===== src/rtl/op_sequencer.sv =====
// -----------------------------------------------------------------------------
// op_sequencer
//   Sequences one decoded instruction at a time through an ALU and a TX stage:
//   IDLE -> EXEC -> HANDOFF -> DRAIN -> IDLE.
//
// Ports
//   clk, rst_n           : rising-edge clock, asynchronous active-low reset
//   instr_valid/_opcode  : decoded instruction from the RX stage
//   instr_ready          : high only in IDLE (instruction is taken this cycle)
//   alu_start/alu_opcode : one-cycle launch pulse and latched opcode for the ALU
//   alu_done             : ALU finished (pulse or level), honoured only in EXEC
//   res_valid/res_ready  : result handshake towards the TX stage (HANDOFF only)
//   tx_done              : TX frame finished, honoured only in DRAIN
//   busy                 : high in every state except IDLE
//   op_count             : completed operations, wraps 255 -> 0
//   timeout_err, err_clr : sticky drain-timeout flag and its clear
//
// Configuration
//   OP_SEQUENCER_TIMEOUT_EN : when defined, a watchdog bounds the time spent in
//   DRAIN to TIMEOUT_CYCLES cycles; on expiry timeout_err is set and the FSM
//   returns to IDLE without counting the operation. When undefined, DRAIN waits
//   for tx_done indefinitely and timeout_err is tied low.
// -----------------------------------------------------------------------------
module op_sequencer #(
  parameter int OPC_W          = 4,
  parameter int TIMEOUT_CYCLES = 4096
) (
  input  logic             clk,
  input  logic             rst_n,
  input  logic             instr_valid,
  input  logic [OPC_W-1:0] instr_opcode,
  output logic             instr_ready,
  output logic             alu_start,
  output logic [OPC_W-1:0] alu_opcode,
  input  logic             alu_done,
  output logic             res_valid,
  input  logic             res_ready,
  input  logic             tx_done,
  output logic             busy,
  output logic [7:0]       op_count,
  output logic             timeout_err,
  input  logic             err_clr
);

  typedef enum logic [1:0] {
    ST_IDLE    = 2'd0,
    ST_EXEC    = 2'd1,
    ST_HANDOFF = 2'd2,
    ST_DRAIN   = 2'd3
  } state_e;

  state_e           state_q, state_d;
  logic             alu_start_q, alu_start_d;
  logic [OPC_W-1:0] alu_opcode_q, alu_opcode_d;
  logic [7:0]       op_count_q, op_count_d;

`ifdef OP_SEQUENCER_TIMEOUT_EN
  // Last counter value before expiry: DRAIN lasts exactly TIMEOUT_CYCLES cycles.
  localparam logic [15:0] WD_LAST = 16'(TIMEOUT_CYCLES - 1);

  logic [15:0] wd_cnt_q, wd_cnt_d;
  logic        timeout_err_q, timeout_err_d;
  logic        wd_expire_s;
`endif

  // Next-state and datapath update for the sequencing FSM.
  always_comb begin
    state_d      = state_q;
    alu_start_d  = 1'b0;
    alu_opcode_d = alu_opcode_q;
    op_count_d   = op_count_q;
`ifdef OP_SEQUENCER_TIMEOUT_EN
    wd_cnt_d     = wd_cnt_q;
    wd_expire_s  = 1'b0;
`endif
    case (state_q)
      ST_IDLE: begin
        if (instr_valid) begin
          alu_opcode_d = instr_opcode;
          alu_start_d  = 1'b1;
          state_d      = ST_EXEC;
        end else begin
          state_d = ST_IDLE;
        end
      end
      ST_EXEC: begin
        if (alu_done) begin
          state_d = ST_HANDOFF;
        end else begin
          state_d = ST_EXEC;
        end
      end
      ST_HANDOFF: begin
        // tx_done is deliberately not looked at here, even alongside res_ready.
        if (res_ready) begin
          state_d = ST_DRAIN;
`ifdef OP_SEQUENCER_TIMEOUT_EN
          wd_cnt_d = 16'd0;
`endif
        end else begin
          state_d = ST_HANDOFF;
        end
      end
      ST_DRAIN: begin
`ifdef OP_SEQUENCER_TIMEOUT_EN
        if (tx_done) begin
          op_count_d = op_count_q + 8'd1;
          state_d    = ST_IDLE;
        end else if (wd_cnt_q == WD_LAST) begin
          wd_expire_s = 1'b1;
          state_d     = ST_IDLE;
        end else begin
          wd_cnt_d = wd_cnt_q + 16'd1;
          state_d  = ST_DRAIN;
        end
`else
        if (tx_done) begin
          op_count_d = op_count_q + 8'd1;
          state_d    = ST_IDLE;
        end else begin
          state_d = ST_DRAIN;
        end
`endif
      end
      default: begin
        state_d = ST_IDLE;
      end
    endcase
  end

  // FSM state and datapath registers.
  always_ff @(posedge clk or negedge rst_n) begin
    if (!rst_n) begin
      state_q      <= ST_IDLE;
      alu_start_q  <= 1'b0;
      alu_opcode_q <= '0;
      op_count_q   <= 8'd0;
    end else begin
      state_q      <= state_d;
      alu_start_q  <= alu_start_d;
      alu_opcode_q <= alu_opcode_d;
      op_count_q   <= op_count_d;
    end
  end

`ifdef OP_SEQUENCER_TIMEOUT_EN
  // Sticky timeout flag: a same-cycle expiry beats err_clr.
  always_comb begin
    timeout_err_d = timeout_err_q;
    if (wd_expire_s) begin
      timeout_err_d = 1'b1;
    end else if (err_clr) begin
      timeout_err_d = 1'b0;
    end else begin
      timeout_err_d = timeout_err_q;
    end
  end

  // Watchdog counter and timeout flag registers.
  always_ff @(posedge clk or negedge rst_n) begin
    if (!rst_n) begin
      wd_cnt_q      <= 16'd0;
      timeout_err_q <= 1'b0;
    end else begin
      wd_cnt_q      <= wd_cnt_d;
      timeout_err_q <= timeout_err_d;
    end
  end

  assign timeout_err = timeout_err_q;
`else
  // Without the watchdog, err_clr and TIMEOUT_CYCLES have no effect.
  logic unused_cfg_s;
  assign unused_cfg_s = err_clr ^ (TIMEOUT_CYCLES == 32'sd0);
  assign timeout_err  = 1'b0;
`endif

  assign instr_ready = (state_q == ST_IDLE);
  assign res_valid   = (state_q == ST_HANDOFF);
  assign busy        = (state_q != ST_IDLE);
  assign alu_start   = alu_start_q;
  assign alu_opcode  = alu_opcode_q;
  assign op_count    = op_count_q;

endmodule


===== config.mk =====
export PLATFORM = sky130hd
export DESIGN_NAME = op_sequencer
export DESIGN_NICKNAME = d
export VERILOG_FILES = /design/src/rtl/op_sequencer.sv
export SDC_FILE = /design/constraint.sdc
export NUM_CORES = 1
export LEC_CHECK = 0
export ABC_CLOCK_PERIOD_IN_PS = 3800
export CORE_MARGIN = 2
export CORE_UTILIZATION = 30
export DETAILED_ROUTE_END_ITERATION = 10
export GPL_TIMING_DRIVEN = 0
export SYNTH_ARGS = -nofsm -noshare
export SYNTH_HDL_FRONTEND = slang
export SYNTH_SLANG_ARGS = --single-unit

===== constraint.sdc =====
create_clock -name clk -period 3.8 [get_ports clk]
set_input_delay 0.38 -clock clk [delete_from_list [all_inputs] [get_ports clk]]
set_output_delay 0.38 -clock clk [all_outputs]
set_load 0.01 [all_outputs]

==> impl_metrics.yaml <==
setup_path:
  crit_arrival_ns: 1.60
  critPathCaptureType: "output port"
  slowest_delay_ns: 0.52
  cp_slowest_cell: "sky130_fd_sc_hd__clkdlybuf4s50_1"
  path_class: "register to output port"
  worstPathRequired_ns: 3.42
  cpLargestDelayFamily: "buffers and inverters"
  crit_chain: "buf_6 > or2_4 > inv_2 > clkdlybuf4s50_1"
  worst-path-buf-inv: 3
  worst-path-max-fanout: 9
  worst_setup_path_start_kind: "register"
die:
  die-width_um: 51.63
  die_h_um: 51.63
  initial_core_util: 0.3137
  num_io_pins: 28
  placement_rows: 17
  core_footprint_um2: 2170
  dieArea_um2: 2666
logic_synthesis:
  ys_types: 24
  synth_nets: 68
  ys_warn_count: 0
  netlist_instances: 56
  synthesis.area_um2: 680.7
  synth_area_per_cell_um2: 12.15
  ys_seq_elements: 15
  synth_seq_area_share: 0.5515
layout:
  area.growth.synth_to_final_pct: 45.77
  nets: 98
  share_of_post_route_cells_with_drive_strength_above_1: 0.1647
  insertedDiodeCount: 0
routing:
  postRouteAntennaNets: 0
  drc: 0
  drt-initial-drc-count: 1
  drt_pre_antenna_iters: 3
  post_drt_via_cell_ratio: 4.363
  post_drt_wl_per_cell_um: 11.20
  sum_of_routed_wire_length_over_all_layers_um: 1266
  routed-via-count: 493
place:
  portBuffers: 25
  place.gp.congestion: 0.6897
  place.detailed.hpwl_um: 994.1
timing:
  maxSlewViolCount: 0
  worst_slew_margin_rel: 0.5636
  unrepaired_setup_endpoints_after_global_routing: "no"
  report.final.setup_viol: 0
  crit_share_post_route: 0.5201
  holdWs_ns: 0.4763
  hold_viol: 0
  totalNegativeSetupSlack_ns: 0
  clock-skew-final_ns: 0.002018
  worst-slew-pin-transition_ns: 0.6525
  fmaxAchievable_ghz: 0.5060
  min_period_ns: 1.976
status:
  outcome: "complete, no violations"
clock_network:
  post_cts_setup_buffers: 0
  clk_pin_slew_ns: 0.09
  cts_hold_repair.buffers: 0
  tritoncts: "yes"
  clock_path_buffers: 2
  cts_inserted_buffers: 3
  clock-root-buffer: "sky130_fd_sc_hd__clkbuf_4"
  post_cts.resized_instances: 0
  htree_levels: 1
  clkLatencyLatePin_ns: 0.28
  total_number_of_clock_tree_sinks: 15
pwr:
  static-leakage-power_uw: 0.0004337
  vdd_drop_max_uv: 258.5
  pwr_density_cell_nw_per_um2: 722.3
global_route:
  first_global_vias: 480
  grt_use_total: 0.1062
  grt_first_pass_wirelength_um: 2035
  gr-total-overflow: 0
  number_of_antenna_violations_at_the_first_check_in_global_routing: 0
  grt_max_degree: 16
worst_hold_path:
  min_path_type: "register to register"
run:
  cap_violations: 0
==> routing by layer <==
layer  routed length [um]  global-route usage  vias to the layer above
met4                   19             0.07895                        0
met1                  578              0.1326                      231
met2                  610              0.1645                       14
li1                     -                   -                      246
met3                   57             0.01724                        2
met5                    0                   0                        -
==> synthesized netlist by cell type (all sizes together) <==
library cell	n	area (um2)
clkbuf	1	3.750
nand3	1	5.000
mux2	5	71.32
and3	1	6.260
a21oi	1	5.000
inv	2	7.500
nand4	4	25.02
conb	1	3.750
nor2b	1	6.260
and2	1	8.760
dfrtp	15	375.4
nor2	2	7.510
o21ai	2	10.01
buf	3	30.03
o211ai	1	7.510
ha	1	12.51
nor3	2	10.01
xor2	3	26.28
nand2	4	15.01
or2	1	8.760
xnor2	4	35.03
==> cell usage in the layout (no fill, tap or decap) <==
master,count
sky130_fd_sc_hd__a21oi_1,1
sky130_fd_sc_hd__and2_4,1
sky130_fd_sc_hd__and3_1,1
sky130_fd_sc_hd__buf_4,1
sky130_fd_sc_hd__buf_6,2
sky130_fd_sc_hd__clkbuf_1,2
sky130_fd_sc_hd__clkbuf_4,3
sky130_fd_sc_hd__clkdlybuf4s50_1,25
sky130_fd_sc_hd__conb_1,1
sky130_fd_sc_hd__dfrtp_1,15
sky130_fd_sc_hd__ha_1,1
sky130_fd_sc_hd__inv_1,1
sky130_fd_sc_hd__inv_2,1
sky130_fd_sc_hd__mux2_2,1
sky130_fd_sc_hd__mux2_4,4
sky130_fd_sc_hd__nand2_1,4
sky130_fd_sc_hd__nand3_1,1
sky130_fd_sc_hd__nand4_1,4
sky130_fd_sc_hd__nor2_1,2
sky130_fd_sc_hd__nor2b_1,1
sky130_fd_sc_hd__nor3_1,2
sky130_fd_sc_hd__o211ai_1,1
sky130_fd_sc_hd__o21ai_0,2
sky130_fd_sc_hd__or2_4,1
sky130_fd_sc_hd__xnor2_1,4
sky130_fd_sc_hd__xor2_1,3
==> final timing paths <==
path | startpoint | to | slack [ns] | cells after the start
setup / recovery | state_q[0] | instr_ready | 1.82 | 4
hold / removal | op_count[7] | op_count[7] | 0.48 | 1
setup reg to reg | state_q[0] | alu_opcode[2] | 2.35 | 6
hold reg to reg | op_count[7] | op_count[7] | 0.48 | 1
max in group asynchronous | rst_n | state_q[1] | 2.89 | 1
min in group asynchronous | rst_n | alu_opcode[0] | 0.50 | 1
==> registers in the layout, summed over array words and instances, names as in the netlist <==
| register | cells |
|---|---|
| op_count | 8 |
| state_q | 2 |
| alu_opcode | 4 |
| alu_start | 1 |
==> kinds of logic (layout without fill, tap and decap cells) <==
group	Yosys count	in the layout	synth area share
AND/OR/NAND/NOR	17	17	0.1360
other	1	1	0.005509
flip-flops	15	15	0.5515
XOR/XNOR	7	7	0.09008
adder cells (fa/ha/maj)	1	1	0.01838
multiplexers	5	5	0.1048
AO/OA/AOI/OAI	4	4	0.03309
buffers and inverters	6	35	0.06065
==> worst reg2reg max path, delay by kind of cell, from the launching register on <==
family | cells | cell delay [ns]
flops | 1 | 0.38
simple gates | 2 | 0.36
mux | 1 | 0.30
buf+inv | 3 | 0.29
==> area by class of cell <==
cell class / count / area (um2)
fillers: 219 / 1177
flip-flops and latches: 15 / 375.4
multi-input cells: 35 / 264.0
repair buffers: 25 / 250.2
well taps: 28 / 35.03
plain buffers: 4 / 33.78
clock buffers: 4 / 26.28
inverters: 2 / 7.507
==> report_power, final <==
| part | leakage [uW] | switching (uW) | internal, uW |
|---|---|---|---|
| sequential | 0.000183 | 60.3 | 222 |
| clock | 0.0000150 | 49.6 | 40.7 |
| combinational | 0.000236 | 124 | 220 |
| total | 0.000434 | 234 | 483 |
==> through the flow <==
stage / setup WS (ns) / area [um2] / power (uW) / cells / utilization
6_report: 1.824 / 992.2 / 716.6 / 113 / 0.4573
3_5_place_dp: 2.025 / 965.9 / 635.2 / 109 / 0.4452
3_3_place_gp: 2.024 / 965.9 / 627.5 / 109 / 0.4452
5_1_grt: 1.762 / 992.2 / 766.4 / 113 / 0.4573
4_1_cts: 1.808 / 992.2 / 727.1 / 113 / 0.4573
2_1_floorplan: 2.349 / 680.7 / 459.0 / 56 / -
Note: power is estimated with default switching activity, not from simulation.
==> RTL change 1: new RTL, config.mk and constraints unchanged <==
Register the output `op_count` once more, with the module's reset; this adds one clock of latency there. The other outputs are not delayed to match.
--- a/src/rtl/op_sequencer.sv
+++ b/src/rtl/op_sequencer.sv
@@ -181,5 +181,11 @@
   assign alu_start   = alu_start_q;
   assign alu_opcode  = alu_opcode_q;
-  assign op_count    = op_count_q;
+  always_ff @(posedge clk or negedge rst_n) begin
+    if (!rst_n) begin
+      op_count <= '0;
+    end else begin
+      op_count <= op_count_q;
+    end
+  end
 
 endmodule
Check against the original RTL: not equivalent (a bounded check fails within 10 cycles, from zero or initial values and one cycle with rst_n low).
==> RTL change 1 against the original RTL <==
Final area rose by 20%; routed wire length rose by 11%; worst setup slack worse by 21 ps; area after synthesis rose by 28%; non-clock buffer count is 1 lower; first-iteration DRC count increased to 5.0 times the old value; sequential cell count grew 8; power up 16%; critical endpoint unchanged.
==> RTL change 1: results <==
export IMPL_status="completed"
export IMPL_netSwitchingPower_w=0.000251
export IMPL_finalCriticalPeriod_ps=2000
export IMPL_syn_inst=62
export IMPL_routed_via_density=4.51
export IMPL_drt_iter0_drc=5
export IMPL_power_density_nw_per_um2=702
export IMPL_grt_pass1_wl_microns=2390
export IMPL_ys_seq_area_share_pct=66.0
export IMPL_timing_hold_ws_ps=417
export IMPL_globalplace_congestion=0.764
export IMPL_synthAdderAreaFrac_pct=1.43
export IMPL_arrival_ps=1620
export IMPL_worstMarginPinSlew_ps=952
export IMPL_synth_nets=74
export IMPL_drive_gt1_share_pct=17.6
export IMPL_synth_common_cells="dfrtp_1, nand2_1, xnor2_1"
export IMPL_grt_max_degree=24
export IMPL_track_usage_pct=9.58
export IMPL_synth_compound_area_share_pct=2.58
export IMPL_post_place_ws_ps=2100
export IMPL_drt_pass1_iter_count=2
export IMPL_grt_pass1_vias=579
export IMPL_layout_nets=104
export IMPL_p_leak_nw=0.534
export IMPL_synthXorXnorAreaFrac_pct=7.03
export IMPL_p_comb_share_pct=39.3
export IMPL_synth_top_cells_by_area="dfrtp_1, mux2_4, xnor2_1, nand2_1, nand4_1"
-- RTL change 1: path summary, 6_finish.rpt --
check,start,to,depth (start not counted)
worst min-delay path,op_count_q[7],op_count[7],0
worst min register to register,op_count_q[7],op_count[7],0
min in group asynchronous,rst_n,op_count_q[6],1
worst max register to register,state_q[1],alu_opcode[0],5
max in group asynchronous,rst_n,op_count[6],1
worst max-delay path,state_q[1],instr_ready,3
-- RTL change 1: routing by layer --
metal  routed length, microns  vias up  track usage [%]
met2                      718       18             16.6
met3                       77        4             2.01
met5                        0        -                0
met4                       39        0             5.98
met1                      572      264             10.7
li1                         -      264                -
-- RTL change 1: final cells by class --
class                           count  area (sq um)
Inverter                            1          3.75
Clock buffer                        4          26.3
Sequential cell                    23           576
Buffer                              3          23.8
Multi-Input combinational cell     35           269
Fill cell                         272          1570
Timing Repair Buffer               25           250
Tap cell                           31          38.8
-- RTL change 1: critical path: cells and delay by family, from the launching register on --
family	cells	cell delay, ps
buffers and inverters	2	590
flip-flops	1	460
AND/OR/NAND/NOR	1	280
==> RTL change 2: new RTL, config.mk and constraints unchanged <==
Made on the original files. Set the parameter `OPC_W` to 3 (it was 4).
--- a/src/rtl/op_sequencer.sv
+++ b/src/rtl/op_sequencer.sv
@@ -23,5 +23,5 @@
 // -----------------------------------------------------------------------------
 module op_sequencer #(
-  parameter int OPC_W          = 4,
+  parameter int OPC_W          = 3,
   parameter int TIMEOUT_CYCLES = 4096
 ) (
Interface: changed (resized alu_opcode and instr_opcode); port bits go from 28 to 26. The function was not compared with the original's and may differ.
==> RTL change 2 against the original RTL <==
Sequential cell count decreased by 1; non-clock buffer count decreased by 3; worst setup slack improved by 5.8 ps; fmax increased by 0.30%; highest routed layer unchanged; sequential power decreased by 9.6%; power decreased by 9.8%; critical path type unchanged; core utilization increased by 0.71 points; area after synthesis decreased by 5.5%; die area decreased by 5.1%; synthesized cell count decreased by 3.6%; routed wire length decreased by 15%; final area decreased by 6.3%; largest power group unchanged.
==> RTL change 2: results <==
export IMPL_synth_common_cells="dfrtp_1, nand2_1, xor2_1"
export IMPL_met1_length_microns=485
export IMPL_signal_buffers=26
export IMPL_drt_pass1_iter_count=2
export IMPL_synthAdderAreaFrac_pct=1.95
export IMPL_seq_area_share_pct=37.7
export IMPL_yosys_mux_area_fraction_pct=8.75
export IMPL_vdd_ir_drop_max_v=0.000230
export IMPL_globalplace_congestion=0.721
export IMPL_worstMarginPinSlew_ps=596
export IMPL_drt_iter0_drc=2
export IMPL_p_comb_share_pct=48.6
export IMPL_hpwl_microns=857
export IMPL_synth_compound_area_share_pct=3.50
export IMPL_grt_pass1_vias=399
export IMPL_track_usage_pct=9.62
export IMPL_nonClkBufAreaFrac_pct=27.6
export IMPL_met3_length_microns=73
export IMPL_clk_share_pct=2.42
export IMPL_grt_pass1_wl_microns=1760
export IMPL_layout_nets=93
export IMPL_portBuffers=23
export IMPL_grt_max_degree=15
export IMPL_final_clkbuf_count=3
export IMPL_inverters=1
export IMPL_multi_input_area_sq_um=263
export IMPL_netSwitchingPower_w=0.000209
export IMPL_fin_worst_skew_ps=1.51
export IMPL_num_vias=456
export IMPL_ys_types=22
export IMPL_drive_gt1_share_pct=18.8
export IMPL_synthXorXnorAreaFrac_pct=9.53
export IMPL_postPlaceCellArea_sq_um=907
export IMPL_wire_per_inst_microns=10.1
export IMPL_seq_power_w=0.000255
export IMPL_core_area_sq_um=2000
export IMPL_status="completed"
## RTL change 2: cell count changes in the layout (fill, tap and decap cells not counted), sizes merged
cell,unedited run,this run
nand2,4,8
dfrtp,15,14
mux2,5,4
nor4,0,1
nor2,2,3
xor2,3,6
inv,2,1
clkdlybuf4s50,25,23
nand4,4,1
clkbuf,5,3
xnor2,4,1
nand3,1,0
## RTL change 2: worst register-to-register path, cell delays in order, from the launching register on
cell     delay [ps]
dfrtp_1         360
buf_4           160
or2_4           230
inv_2            50
and2_4          130
buf_6           110
mux2_4          290
## RTL change 2: kinds of logic (layout without fill, tap and decap cells)
group           count (synthesis)  in the layout
mux                             4              4
simple gates                   19             19
xor+xnor                        7              7
other cells                     1              1
fa+ha+maj                       1              1
buf+inv                         4             30
flops                          14             14
compound gates                  4              4
## RTL change 2: metal layers
metal	global-route usage, %	vias up
li1	-	229
met1	11.6	207
met2	14.3	16
met3	4.17	4
met4	5.41	0
met5	0	-
## RTL change 2: worst paths after layout
kind,from,end,cells after the start
hold reg to reg,op_count[7],op_count[7],1
setup reg to reg,state_q[0],alu_opcode[0],6
setup / recovery,state_q[0],instr_ready,4
max in group asynchronous,rst_n,op_count[1],1
hold / removal,op_count[7],op_count[7],1
min in group asynchronous,rst_n,op_count[6],1
## RTL change 2: metrics by stage
stage	std cells	power, W	hold slack, ps	utilization [%]	setup slack [ps]
3_3_place_gp	104	0.000573	456	45.3	2120
5_1_grt	107	0.000697	501	46.4	1760
4_1_cts	107	0.000658	474	46.4	1820
6_report	107	0.000646	469	46.4	1830
2_1_floorplan	54	0.000420	84.4	-	2350
3_5_place_dp	104	0.000578	463	45.3	2120
